===== src/rtl/temp_filter_pkg.sv =====
// rtl/temp_filter_pkg.sv - shared types, constants and averaging helper for temp_filter
// Contents: state_t (FILL/RUN/STALE), TEMP_W, WIN_DEPTH, NEUTRAL_TEMP, avg4().
package temp_pkg;

    typedef enum logic [1:0] {
        FILL  = 2'd0,
        RUN   = 2'd1,
        STALE = 2'd2
    } state_t;

    localparam int TEMP_W    = 5;
    localparam int WIN_DEPTH = 4;

    localparam logic [TEMP_W-1:0] NEUTRAL_TEMP = 5'd20;

    // Four 5-bit values sum to at most 124, so a 7-bit sum never overflows
    // and dropping the two LSBs always leaves a 5-bit truncated mean.
    function automatic logic [TEMP_W-1:0] avg4(
        input logic [TEMP_W-1:0] a,
        input logic [TEMP_W-1:0] b,
        input logic [TEMP_W-1:0] c,
        input logic [TEMP_W-1:0] d
    );
        logic [6:0] sum;
        sum = 7'(a) + 7'(b) + 7'(c) + 7'(d);
        return sum[6:2];
    endfunction

endpackage


===== src/rtl/temp_filter_stale_timer.sv =====
// rtl/temp_filter_stale_timer.sv - saturating idle counter that flags a stale input
// Ports: clk, rst (sync, active-high), kick (clears the count),
//        expired (high while the count sits at TIMEOUT_CYCLES).
module stale_timer #(
    parameter int TIMEOUT_CYCLES = 255
) (
    input  logic clk,
    input  logic rst,
    input  logic kick,
    output logic expired
);

    if (TIMEOUT_CYCLES < 2 || TIMEOUT_CYCLES > 255) begin : g_bad_timeout
        $error("stale_timer: TIMEOUT_CYCLES must be within 2..255");
    end

    localparam logic [7:0] LIMIT = 8'(TIMEOUT_CYCLES);

    logic [7:0] count;

    always_ff @(posedge clk) begin
        if (rst) begin
            count <= '0;
        end else if (kick) begin
            count <= '0;
        end else if (count != LIMIT) begin
            count <= count + 8'd1;
        end
    end

    assign expired = (count == LIMIT);

endmodule


===== src/rtl/temp_filter.sv =====
// rtl/temp_filter.sv - 4-sample moving-average temperature filter with stale detection
// Ports: clk, rst (sync, active-high), sample_valid/sample (raw 5-bit reading),
//        temperature/temp_valid (filtered output), stale (input timed out),
//        spike_rej (one-cycle pulse per discarded sample).
// Build option: define TEMP_FILTER_SPIKE_REJECT_EN to compile in spike rejection
//        in RUN; otherwise every sample is accepted and spike_rej is tied low.
module temp_filter
    import temp_pkg::*;
#(
    parameter int TIMEOUT_CYCLES = 255,
    parameter int SPIKE_DELTA    = 4
) (
    input  logic              clk,
    input  logic              rst,
    input  logic              sample_valid,
    input  logic [TEMP_W-1:0] sample,
    output logic [TEMP_W-1:0] temperature,
    output logic              temp_valid,
    output logic              stale,
    output logic              spike_rej
);

    if (SPIKE_DELTA < 0 || SPIKE_DELTA > 31) begin : g_bad_spike_delta
        $error("temp_filter: SPIKE_DELTA must be within 0..31");
    end

    state_t            state;
    logic [TEMP_W-1:0] win [WIN_DEPTH];   // win[0] newest, win[3] oldest
    logic [1:0]        fill_cnt;
    logic              accept;
    logic              expired;
    logic [TEMP_W-1:0] avg_next;

    // Any sample_valid, even a rejected one, proves the sensor is alive.
    stale_timer #(
        .TIMEOUT_CYCLES (TIMEOUT_CYCLES)
    ) u_stale_timer (
        .clk     (clk),
        .rst     (rst),
        .kick    (sample_valid),
        .expired (expired)
    );

`ifdef TEMP_FILTER_SPIKE_REJECT_EN
    localparam logic [TEMP_W-1:0] DELTA = TEMP_W'(SPIKE_DELTA);

    logic [1:0]        rej_cnt;
    logic [TEMP_W-1:0] diff;
    logic              out_band;

    always_comb begin
        diff     = (sample >= temperature) ? (sample - temperature)
                                           : (temperature - sample);
        out_band = (state == RUN) && (diff > DELTA);
        // Two discards in a row already happened: treat the third as a real step.
        accept   = sample_valid && (!out_band || (rej_cnt == 2'd2));
    end

    always_ff @(posedge clk) begin
        if (rst) begin
            rej_cnt   <= '0;
            spike_rej <= 1'b0;
        end else begin
            spike_rej <= sample_valid && !accept;
            if (accept) begin
                rej_cnt <= '0;
            end else if (sample_valid) begin
                rej_cnt <= rej_cnt + 2'd1;
            end
        end
    end
`else
    assign accept    = sample_valid;
    assign spike_rej = 1'b0;
`endif

    // Average of the window as it will look once the current sample is shifted in.
    assign avg_next = avg4(sample, win[0], win[1], win[2]);

    always_ff @(posedge clk) begin
        if (rst) begin
            state       <= FILL;
            fill_cnt    <= '0;
            temperature <= NEUTRAL_TEMP;
            temp_valid  <= 1'b0;
            stale       <= 1'b0;
            for (int i = 0; i < WIN_DEPTH; i++) begin
                win[i] <= '0;
            end
        end else begin
            case (state)
                FILL: begin
                    if (accept) begin
                        win[0] <= sample;
                        for (int i = 1; i < WIN_DEPTH; i++) begin
                            win[i] <= win[i-1];
                        end
                        fill_cnt <= fill_cnt + 2'd1;   // wraps to 0 on the 4th sample
                        if (fill_cnt == 2'd3) begin
                            temperature <= avg_next;
                            temp_valid  <= 1'b1;
                            state       <= RUN;
                        end
                    end else if (expired && !sample_valid) begin
                        state       <= STALE;
                        stale       <= 1'b1;
                        temp_valid  <= 1'b0;
                        temperature <= NEUTRAL_TEMP;
                    end
                end
                RUN: begin
                    if (accept) begin
                        win[0] <= sample;
                        for (int i = 1; i < WIN_DEPTH; i++) begin
                            win[i] <= win[i-1];
                        end
                        temperature <= avg_next;
                    end else if (expired && !sample_valid) begin
                        // A rejected sample on the timeout cycle still counts as activity.
                        state       <= STALE;
                        stale       <= 1'b1;
                        temp_valid  <= 1'b0;
                        temperature <= NEUTRAL_TEMP;
                    end
                end
                STALE: begin
                    if (sample_valid) begin
                        win[0] <= sample;
                        for (int i = 1; i < WIN_DEPTH; i++) begin
                            win[i] <= '0;
                        end
                        fill_cnt <= 2'd1;
                        stale    <= 1'b0;
                        state    <= FILL;
                    end
                end
                default: begin
                    state <= FILL;
                end
            endcase
        end
    end

endmodule


===== config.mk =====
export PLATFORM = sky130hd
export DESIGN_NAME = temp_filter
export DESIGN_NICKNAME = d
export VERILOG_FILES = /design/src/rtl/temp_filter_pkg.sv /design/src/rtl/temp_filter_stale_timer.sv /design/src/rtl/temp_filter.sv
export SDC_FILE = /design/constraint.sdc
export NUM_CORES = 1
export LEC_CHECK = 0
export BUFFER_PORTS_ARGS = -buffer_cell sky130_fd_sc_hd__buf_2
export CAP_MARGIN = 15
export CORE_ASPECT_RATIO = 0.7
export CORE_MARGIN = 3
export CORE_UTILIZATION = 40
export DETAILED_ROUTE_END_ITERATION = 7
export PLACE_DENSITY = 0.67
export SYNTH_ARGS = -nofsm -noshare
export SYNTH_HDL_FRONTEND = slang
export SYNTH_SLANG_ARGS = --single-unit

===== constraint.sdc =====
create_clock -name clk -period 3.25 [get_ports clk]
set_clock_uncertainty 0.1 [all_clocks]
set_input_delay 0.1625 -clock clk [delete_from_list [all_inputs] [get_ports clk]]
set_output_delay 0.1625 -clock clk [all_outputs]
set_load 0.01 [all_outputs]

==> results.py, run 1 <==
metrics = {
    "drt": {
        "drtIter0Drc": 83,
        "vias": 1323,
        "drcViolationCount": 0,
        "wirelength_mm": 3.19,
        "wl_per_cell_um": 12.3,
        "dr.pass1.iters": 4,
        "ant_nets": 0,
        "avgViaCountPerCell": 5.09,
    },
    "clock_tree": {
        "clkSlewWorstSetupHoldPaths_ns": 0.06,
        "cts-root-buf": "clkbuf_8",
        "ctsResizeCount": 0,
        "cts.path.max_buffers": 2,
        "tritoncts": "built",
        "cts-htree-levels": 2,
        "insertion_delay_ns": 0.28,
        "clock_sinks": 34,
        "ctsHoldBuffers": 0,
        "cts_setup_buffers": 0,
        "cts_buffers": 5,
    },
    "cells_and_area": {
        "most-common-layout-cells": "dfxtp_1, inv_1, nor2_1",
        "final_common_cell": "dfxtp_1",
        "layout-area-overhead-vs-synth_pct": 9.81,
        "drive_above_1_share_pct": 11.5,
        "fin_nets": 231,
        "antennaDiodeCount": 0,
        "fillerInstances": 418,
        "postLayoutCellArea_um2": 1970,
    },
    "logic_synthesis": {
        "yosysWarnings": 0,
        "yosysSeqAreaShare_pct": 40.6,
        "synth_edf_count": 5,
        "async_flop_share_pct": 0,
        "syn_avg_cell_area_um2": 9.22,
        "synth_cells": 195,
        "syn_nets": 219,
        "synth_top_cell_by_area": "dfxtp_1",
        "syn_area_um2": 1800,
        "ys_ff_latch": 34,
        "synth_top_area_share_pct": 32.3,
        "synth.distinct_cells": 40,
        "yosys-top-cells-area": "dfxtp_1, fa_1, edfxtp_1",
        "synth-main-ff-cell": "dfxtp_1",
    },
    "outcome": {
        "status": "finished clean",
    },
    "worst_setup_path": {
        "cp_top_family": "adder cells",
        "crit_fanout": 2,
        "crit_required_ns": 3.33,
        "worstPathCellList": "inv_1, fa_1, inv_1, fa_1, nand2_1, nor2_1, fa_1, a21o_1, a21oi_1, xnor2_1, a22o_1",
        "worstPathArrival_ns": 2.89,
        "slowest_delay_ns": 0.50,
        "worst_path_max_delay_cell": "fa_1",
        "path_class": "flop to flop",
        "crit_path_start_kind": "flop",
        "cp-end-kind": "flop",
        "crit_buf_inv": 2,
        "crit_top_cell": "fa_1",
    },
    "timing": {
        "rsz0062_at_grt": "no",
        "timing.final.crit_share_pct": 86.7,
        "max_freq_ghz": 0.355,
        "fin_tns_setup_ns": 0,
        "slew_headroom_pct": 63.4,
        "tightest_slew_ns": 0.547,
        "setup_viol": 0,
        "fin_crit_ns": 2.82,
        "hold_viol": 0,
        "drv_slew": 0,
    },
    "power": {
        "ir_worst_vdd_mv": 0.242,
        "p_leak_nw": 0.819,
        "p_per_area_nw_per_um2": 436,
    },
    "floorplan": {
        "rows": 19,
        "core_area_um2": 4110,
        "die_width_um": 86.1,
        "fp.dieArea_um2": 5350,
        "die_h_um": 62.1,
        "ios": 16,
        "initial_core_util_pct": 43.7,
    },
    "global_routing": {
        "antenna_found_initial": 0,
        "grt_remaining_overflow": 0,
        "grt_max_degree": 26,
        "track_usage_pct": 13.2,
        "grt_pass1_wl_mm": 5.38,
        "grt_pass1_vias": 1155,
    },
    "place": {
        "dpl_cell_area_um2": 1890,
        "place_hpwl_mm": 2.40,
        "gp_congestion": 0.730,
        "port_buffers": 14,
    },
    "worst_hold_path": {
        "hold_class": "input pin to flop",
    },
    "job": {
        "maxCapViolCount": 0,
    },
}
[cells by family (layout without fill, tap and decap cells)]
family,after synthesis,after routing,share of synthesized area (%)
DFF,34,34,40.6
other,1,1,0.209
AOI/OAI and AO/OA,35,35,13.2
and+or+nand+nor,64,64,18.4
adders and majority gates,16,16,15.3
buffers and inverters,37,50,8.21
muxes,2,2,1.11
xor gates and xnor gates,6,6,2.92
[through the flow]
step | setup slack, ns | util (%) | hold WS, ns | cells | total power [mW]
2_1_floorplan | 0.563 | - | 0.311 | 195 | 0.549
3_3_place_gp | 0.525 | 46.1 | 0.370 | 252 | 0.573
3_5_place_dp | 0.431 | 46.1 | 0.366 | 252 | 0.576
4_1_cts | 0.415 | 48.0 | 0.106 | 260 | 0.875
5_1_grt | 0.288 | 48.0 | 0.138 | 260 | 0.906
6_report | 0.432 | 48.0 | 0.110 | 260 | 0.861
[registers in the layout, indices dropped and copies added (netlist names)]
name and count:
temp_valid 1, state 2, fill_cnt 2, temperature 5, win 15, stale 1
u_stale_timer.count 8
[layout make-up]
cell class                 count  area [µm²]  share of cell area (%)
clock buffer                   8        80.1                    4.06
inverter                      27         101                    5.13
multi-input combinational    124         920                    46.6
sequential                    34         731                    37.0
tap                           52        65.1                    3.30
timing repair buffer          15        77.6                    3.93
[routing by layer]
layer,global-route usage [%],vias to the layer above,wire length (µm)
li1,-,671,-
met1,20.2,618,1800
met2,16.9,29,1170
met3,4.08,5,179
met4,5.42,0,34
met5,0,-,0
[cells in the mapped netlist (all sizes together) (2+ instances only)]
cell type / count
nand3: 4
dfxtp: 29
clkbuf: 7
ha: 6
buf: 3
a22oi: 11
o21ai: 5
nor3: 8
nand2: 11
nand2b: 3
edfxtp: 5
or2: 2
fa: 10
and3: 2
a21oi: 8
inv: 27
nor3b: 4
mux2i: 2
xnor2: 5
nor2: 23
a22o: 3
nor2b: 2
[report_power, final]
group          internal (mW)  leakage, nW  switching (mW)
combinational         0.0497        0.488          0.0684
sequential             0.439        0.291         0.00819
clock                  0.152       0.0395           0.144
total                  0.641        0.819           0.220
[worst paths after layout]
check | startpoint | end | slack [ns] | depth (start not counted)
hold reg to reg | temperature[2] | temperature[2] | 0.38 | 2
hold / removal | sample_valid | state[0] | 0.11 | 3
setup reg to reg | win[0][1] | temperature[3] | 0.43 | 11
setup / recovery | win[0][1] | temperature[3] | 0.43 | 11
[tightest hold or removal path, delay by kind of cell]
| kind | cells | cell delay, ns |
|---|---|---|
| buffers and inverters | 1 | 0.16 |
| AND/OR/NAND/NOR | 1 | 0.07 |
| AO/OA/AOI/OAI | 1 | 0.05 |
Power figures use the tool's default switching activity.
==> run 2: changes to the inputs <==
Clock period 3.25 ns to 3.6 ns, I/O delays scaled along.
==> results.py, run 2 (same netlist as run 1, synthesis figures left out) <==
metrics = {
    "place": {
        "place_ws_ns": 0.816,
        "place_hpwl_mm": 2.41,
        "gp_congestion": 0.726,
        "dp.cells": 251,
        "port_buffers": 14,
    },
    "cells_and_area": {
        "drive_above_1_share_pct": 12.1,
        "final_common_cell": "dfxtp_1",
        "most-common-layout-cells": "dfxtp_1, inv_1, nor2_1",
        "largest_register_ffs": 15,
        "fin_cells": 259,
        "regMostFlops": "win",
        "layout-area-overhead-vs-synth_pct": 10.0,
        "fin_nets": 230,
        "fin_util_pct": 48.1,
        "reg_top3": "win: 15 flops, u_stale_timer.count: 8 flops, temperature: 5 flops",
        "antennaDiodeCount": 0,
    },
    "clock_tree": {
        "cts_buffers": 5,
        "cts-root-buf": "clkbuf_8",
        "cts_setup_buffers": 0,
        "clock_sinks": 34,
        "ctsHoldBuffers": 0,
        "cts-htree-levels": 2,
        "tritoncts": "built",
        "clkSlewWorstSetupHoldPaths_ns": 0.07,
        "ctsResizeCount": 0,
        "insertion_delay_ns": 0.29,
        "cts.path.max_buffers": 2,
    },
    "global_routing": {
        "grt_pass1_wl_mm": 5.78,
        "antenna_found_initial": 0,
        "track_usage_pct": 14.2,
        "grt_remaining_overflow": 0,
        "grt_max_degree": 26,
        "grt_pass1_vias": 1191,
    },
    "timing": {
        "timing.final.crit_share_pct": 77.7,
        "fin_crit_ns": 2.80,
        "rsz0062_at_grt": "no",
        "drv_slew": 0,
        "tightest_slew_ns": 0.984,
        "slew_headroom_pct": 34.3,
        "hold_viol": 0,
        "max_freq_ghz": 0.357,
        "setup_viol": 0,
        "fin_tns_setup_ns": 0,
        "worst_slack_ns": 0.802,
    },
    "outcome": {
        "status": "finished clean",
    },
    "floorplan": {
        "die_h_um": 62.1,
        "core_area_um2": 4110,
        "initial_core_util_pct": 43.7,
        "die_width_um": 86.1,
        "ios": 16,
        "fp.dieArea_um2": 5350,
        "rows": 19,
    },
    "worst_setup_path": {
        "worstPathArrival_ns": 2.89,
        "crit_path_start_kind": "flop",
        "path_class": "flop to flop",
        "rrSetupSlack_ns": 0.80,
        "crit_required_ns": 3.69,
        "crit_fanout": 2,
        "cp-end-kind": "flop",
    },
    "drt": {
        "wirelength_mm": 3.24,
        "drcViolationCount": 0,
        "vias": 1294,
        "avgViaCountPerCell": 5.00,
        "drtIter0Drc": 67,
        "ant_nets": 0,
        "wl_per_cell_um": 12.5,
        "dr.pass1.iters": 4,
    },
    "worst_hold_path": {
        "hold_class": "input pin to flop",
    },
    "power": {
        "p_per_area_nw_per_um2": 406,
        "ir_worst_vdd_mv": 0.163,
        "total_power_mw": 0.804,
        "p_leak_nw": 0.823,
    },
    "job": {
        "maxCapViolCount": 0,
    },
}
run 2: cell count changes in the layout (fill, tap and decap cells not counted), sizes merged:
cell and change:
buf -1, clkbuf -1, clkinv +1
run 2: path summary, 6_finish.rpt:
check	startpoint	to	cells after the start
setup / recovery	win[0][1]	temperature[3]	11
hold reg to reg	temperature[0]	temperature[0]	1
setup reg to reg	win[0][1]	temperature[3]	11
hold / removal	sample_valid	state[0]	3
run 2: cell type report:
cell class / instances / area [µm²]
flip-flops and latches: 34 / 731
multi-input cells: 124 / 920
inverters: 27 / 101
repair buffers: 14 / 70.1
fillers: 399 / 2130
clock buffers: 7 / 86.3
well taps: 52 / 65.1
clock inverters: 1 / 5.00
run 2: report_power, final:
| group | switching (mW) | internal (mW) |
|---|---|---|
| logic | 0.0620 | 0.0436 |
| clock network | 0.140 | 0.154 |
| registers | 0.00748 | 0.396 |
| total | 0.210 | 0.594 |
run 2: critical path: stages (launching register included):
cell and delay (ns):
edfxtp_1 0.35, inv_1 0.06, fa_1 0.49, inv_1 0.05, fa_1 0.44, nand2_1 0.11, nor2_1 0.06, fa_1 0.40
a21o_1 0.19, a21oi_1 0.17, xnor2_1 0.08, a22o_1 0.19
run 2: per-layer routing:
metal | vias to the layer above | part of all wire (%) | track usage [%]
li1 | 667 | - | -
met1 | 598 | 55 | 21.6
met2 | 24 | 38 | 18.0
met3 | 5 | 4.2 | 3.69
met4 | 0 | 2.2 | 7.45
met5 | - | 0 | 0
run 2: metrics by stage:
stage / hold slack (ns) / area [µm²]
2_1_floorplan: 0.328 / 1800
3_3_place_gp: 0.369 / 1890
3_5_place_dp: 0.363 / 1890
4_1_cts: 0.120 / 1980
5_1_grt: 0.148 / 1980
6_report: 0.130 / 1980
==> run 3: changes to the inputs <==
Clock period 3.6 ns to 2.62 ns, I/O delays scaled along.
==> results.py, run 3 (same netlist as run 1, synthesis figures left out) <==
metrics = {
    "timing": {
        "drv_slew": 0,
        "timing.final.crit_share_pct": 102,
        "slew_headroom_pct": 63.2,
        "fin_crit_ns": 2.66,
        "max_freq_ghz": 0.376,
        "fin_tns_setup_ns": -0.0416,
        "rsz0062_at_grt": "yes",
        "hold_viol": 0,
        "worst_slack_ns": -0.0416,
        "tightest_slew_ns": 0.551,
        "setup_viol": 1,
    },
    "floorplan": {
        "core_area_um2": 4110,
        "initial_core_util_pct": 43.7,
        "die_h_um": 62.1,
        "die_width_um": 86.1,
        "fp.dieArea_um2": 5350,
        "ios": 16,
        "rows": 19,
    },
    "power": {
        "ir_worst_vdd_mv": 0.333,
        "p_leak_nw": 0.885,
        "p_per_area_nw_per_um2": 561,
        "total_power_mw": 1.18,
    },
    "drt": {
        "vias": 1299,
        "drcViolationCount": 0,
        "wl_per_cell_um": 11.9,
        "avgViaCountPerCell": 4.81,
        "wirelength_mm": 3.23,
        "dr.pass1.iters": 4,
        "drtIter0Drc": 45,
        "ant_nets": 0,
    },
    "cells_and_area": {
        "final_common_cell": "dfxtp_1",
        "fin_cells": 270,
        "postLayoutCellArea_um2": 2110,
        "regMostFlops": "win",
        "largest_register_ffs": 15,
        "layout-area-overhead-vs-synth_pct": 17.5,
        "most-common-layout-cells": "dfxtp_1, inv_1, nor2_1",
        "antennaDiodeCount": 0,
        "drive_above_1_share_pct": 21.6,
        "fin_nets": 241,
        "reg_top3": "win: 15 flops, u_stale_timer.count: 8 flops, temperature: 5 flops",
    },
    "global_routing": {
        "grt_pass1_vias": 1232,
        "antenna_found_initial": 0,
        "grt_max_degree": 26,
        "grt_pass1_wl_mm": 5.58,
        "track_usage_pct": 13.7,
        "grt_remaining_overflow": 0,
    },
    "worst_hold_path": {
        "min_from": "sample_valid",
        "min_to": "state[0]",
        "hold_class": "input pin to flop",
        "hold_depth": 3,
    },
    "worst_setup_path": {
        "rrSetupSlack_ns": -0.04,
        "path_class": "flop to flop",
        "crit_fanout": 2,
        "worst_path_max_delay_cell": "fa_1",
        "worstPathArrival_ns": 2.74,
        "rr_startpoint": "win[0][1]",
        "crit_path_start_kind": "flop",
        "slowest_delay_ns": 0.50,
        "crit_top_cell": "fa_1",
        "cp-end-kind": "flop",
        "crit_required_ns": 2.70,
        "worstRegToRegCells": 11,
        "r2r-end": "temperature[3]",
        "worstPathCellList": "inv_2, fa_1, inv_1, fa_1, nand2_2, nor2_2, fa_2, a21o_1, a21oi_2, xnor2_1, a22o_1",
    },
    "place": {
        "dpl_cell_area_um2": 1970,
        "place_hpwl_mm": 2.42,
        "dp.cells": 261,
        "gp_congestion": 0.747,
        "port_buffers": 14,
        "place_ws_ns": -0.0963,
    },
    "clock_tree": {
        "tritoncts": "built",
        "clkSlewWorstSetupHoldPaths_ns": 0.07,
        "clock_sinks": 34,
        "ctsHoldBuffers": 0,
        "cts_buffers": 5,
        "cts-htree-levels": 2,
        "cts.path.max_buffers": 2,
        "cts-root-buf": "clkbuf_8",
        "insertion_delay_ns": 0.28,
    },
    "job": {
        "maxCapViolCount": 0,
    },
    "outcome": {
        "status": "complete, but fails checks",
        "violations": "setup timing",
    },
}
[run 3: where the power goes]
group / switching, mW / total (mW) / internal [mW]
clock network: 0.185 / 0.450 / 0.265
logic: 0.0974 / 0.181 / 0.0835
registers: 0.00976 / 0.554 / 0.544
[run 3: layer usage]
layer	part of all wire (%)	GRT usage, %	vias to the layer above
met5	0	0	-
met1	56	20.2	582
met3	4.6	4.22	4
met2	38	18.8	22
li1	-	-	691
met4	1.5	4.74	0
[run 3: through the flow]
| step | hold slack [ns] | utilization [%] |
|---|---|---|
| after floorplan | 0.279 | - |
| after global placement | 0.367 | 47.9 |
| after detailed placement | 0.367 | 47.9 |
| after CTS | 0.0798 | 50.7 |
| after global routing | 0.124 | 51.4 |
| final | 0.0903 | 51.4 |
[run 3: cell type report]
type | count | area (µm²)
Timing Repair Buffer | 25 | 153
Sequential cell | 34 | 731
Multi-Input combinational cell | 124 | 952
Inverter | 27 | 101
Tap cell | 52 | 65.1
Clock buffer | 8 | 110
Fill cell | 394 | 2000
[run 3: worst max path at each step]
stage	from	endpoint	slack [ns]
final	win[0][1]	temperature[3]	-0.04
after floorplan	win[0][2]	temperature[3]	0.006
after CTS	win[0][1]	temperature[3]	-0.05
after global placement	win[0][1]	temperature[3]	-0.08
after detailed placement	win[0][1]	temperature[3]	-0.1
after global routing	win[0][1]	temperature[3]	-0.13
[run 3: critical path: cells and delay by family (launching register included)]
family,cells,cell delay (ns)
adder cells (fa/ha/maj),3,1.29
buffers and inverters,2,0.09
XOR/XNOR,1,0.10
AO/OA/AOI/OAI,3,0.49
flip-flops,1,0.36
AND/OR/NAND/NOR,2,0.13
[run 3: what timing repair did]
| item | 4_1_cts | 5_1_grt |
|---|---|---|
| cloned | 0 | 0 |
| endpoints found under the setup margin | 2 | 4 |
| gates resized for setup | 0 | 8 |
| pin swaps | 6 | 6 |
| buffers inserted | 1 | 0 |
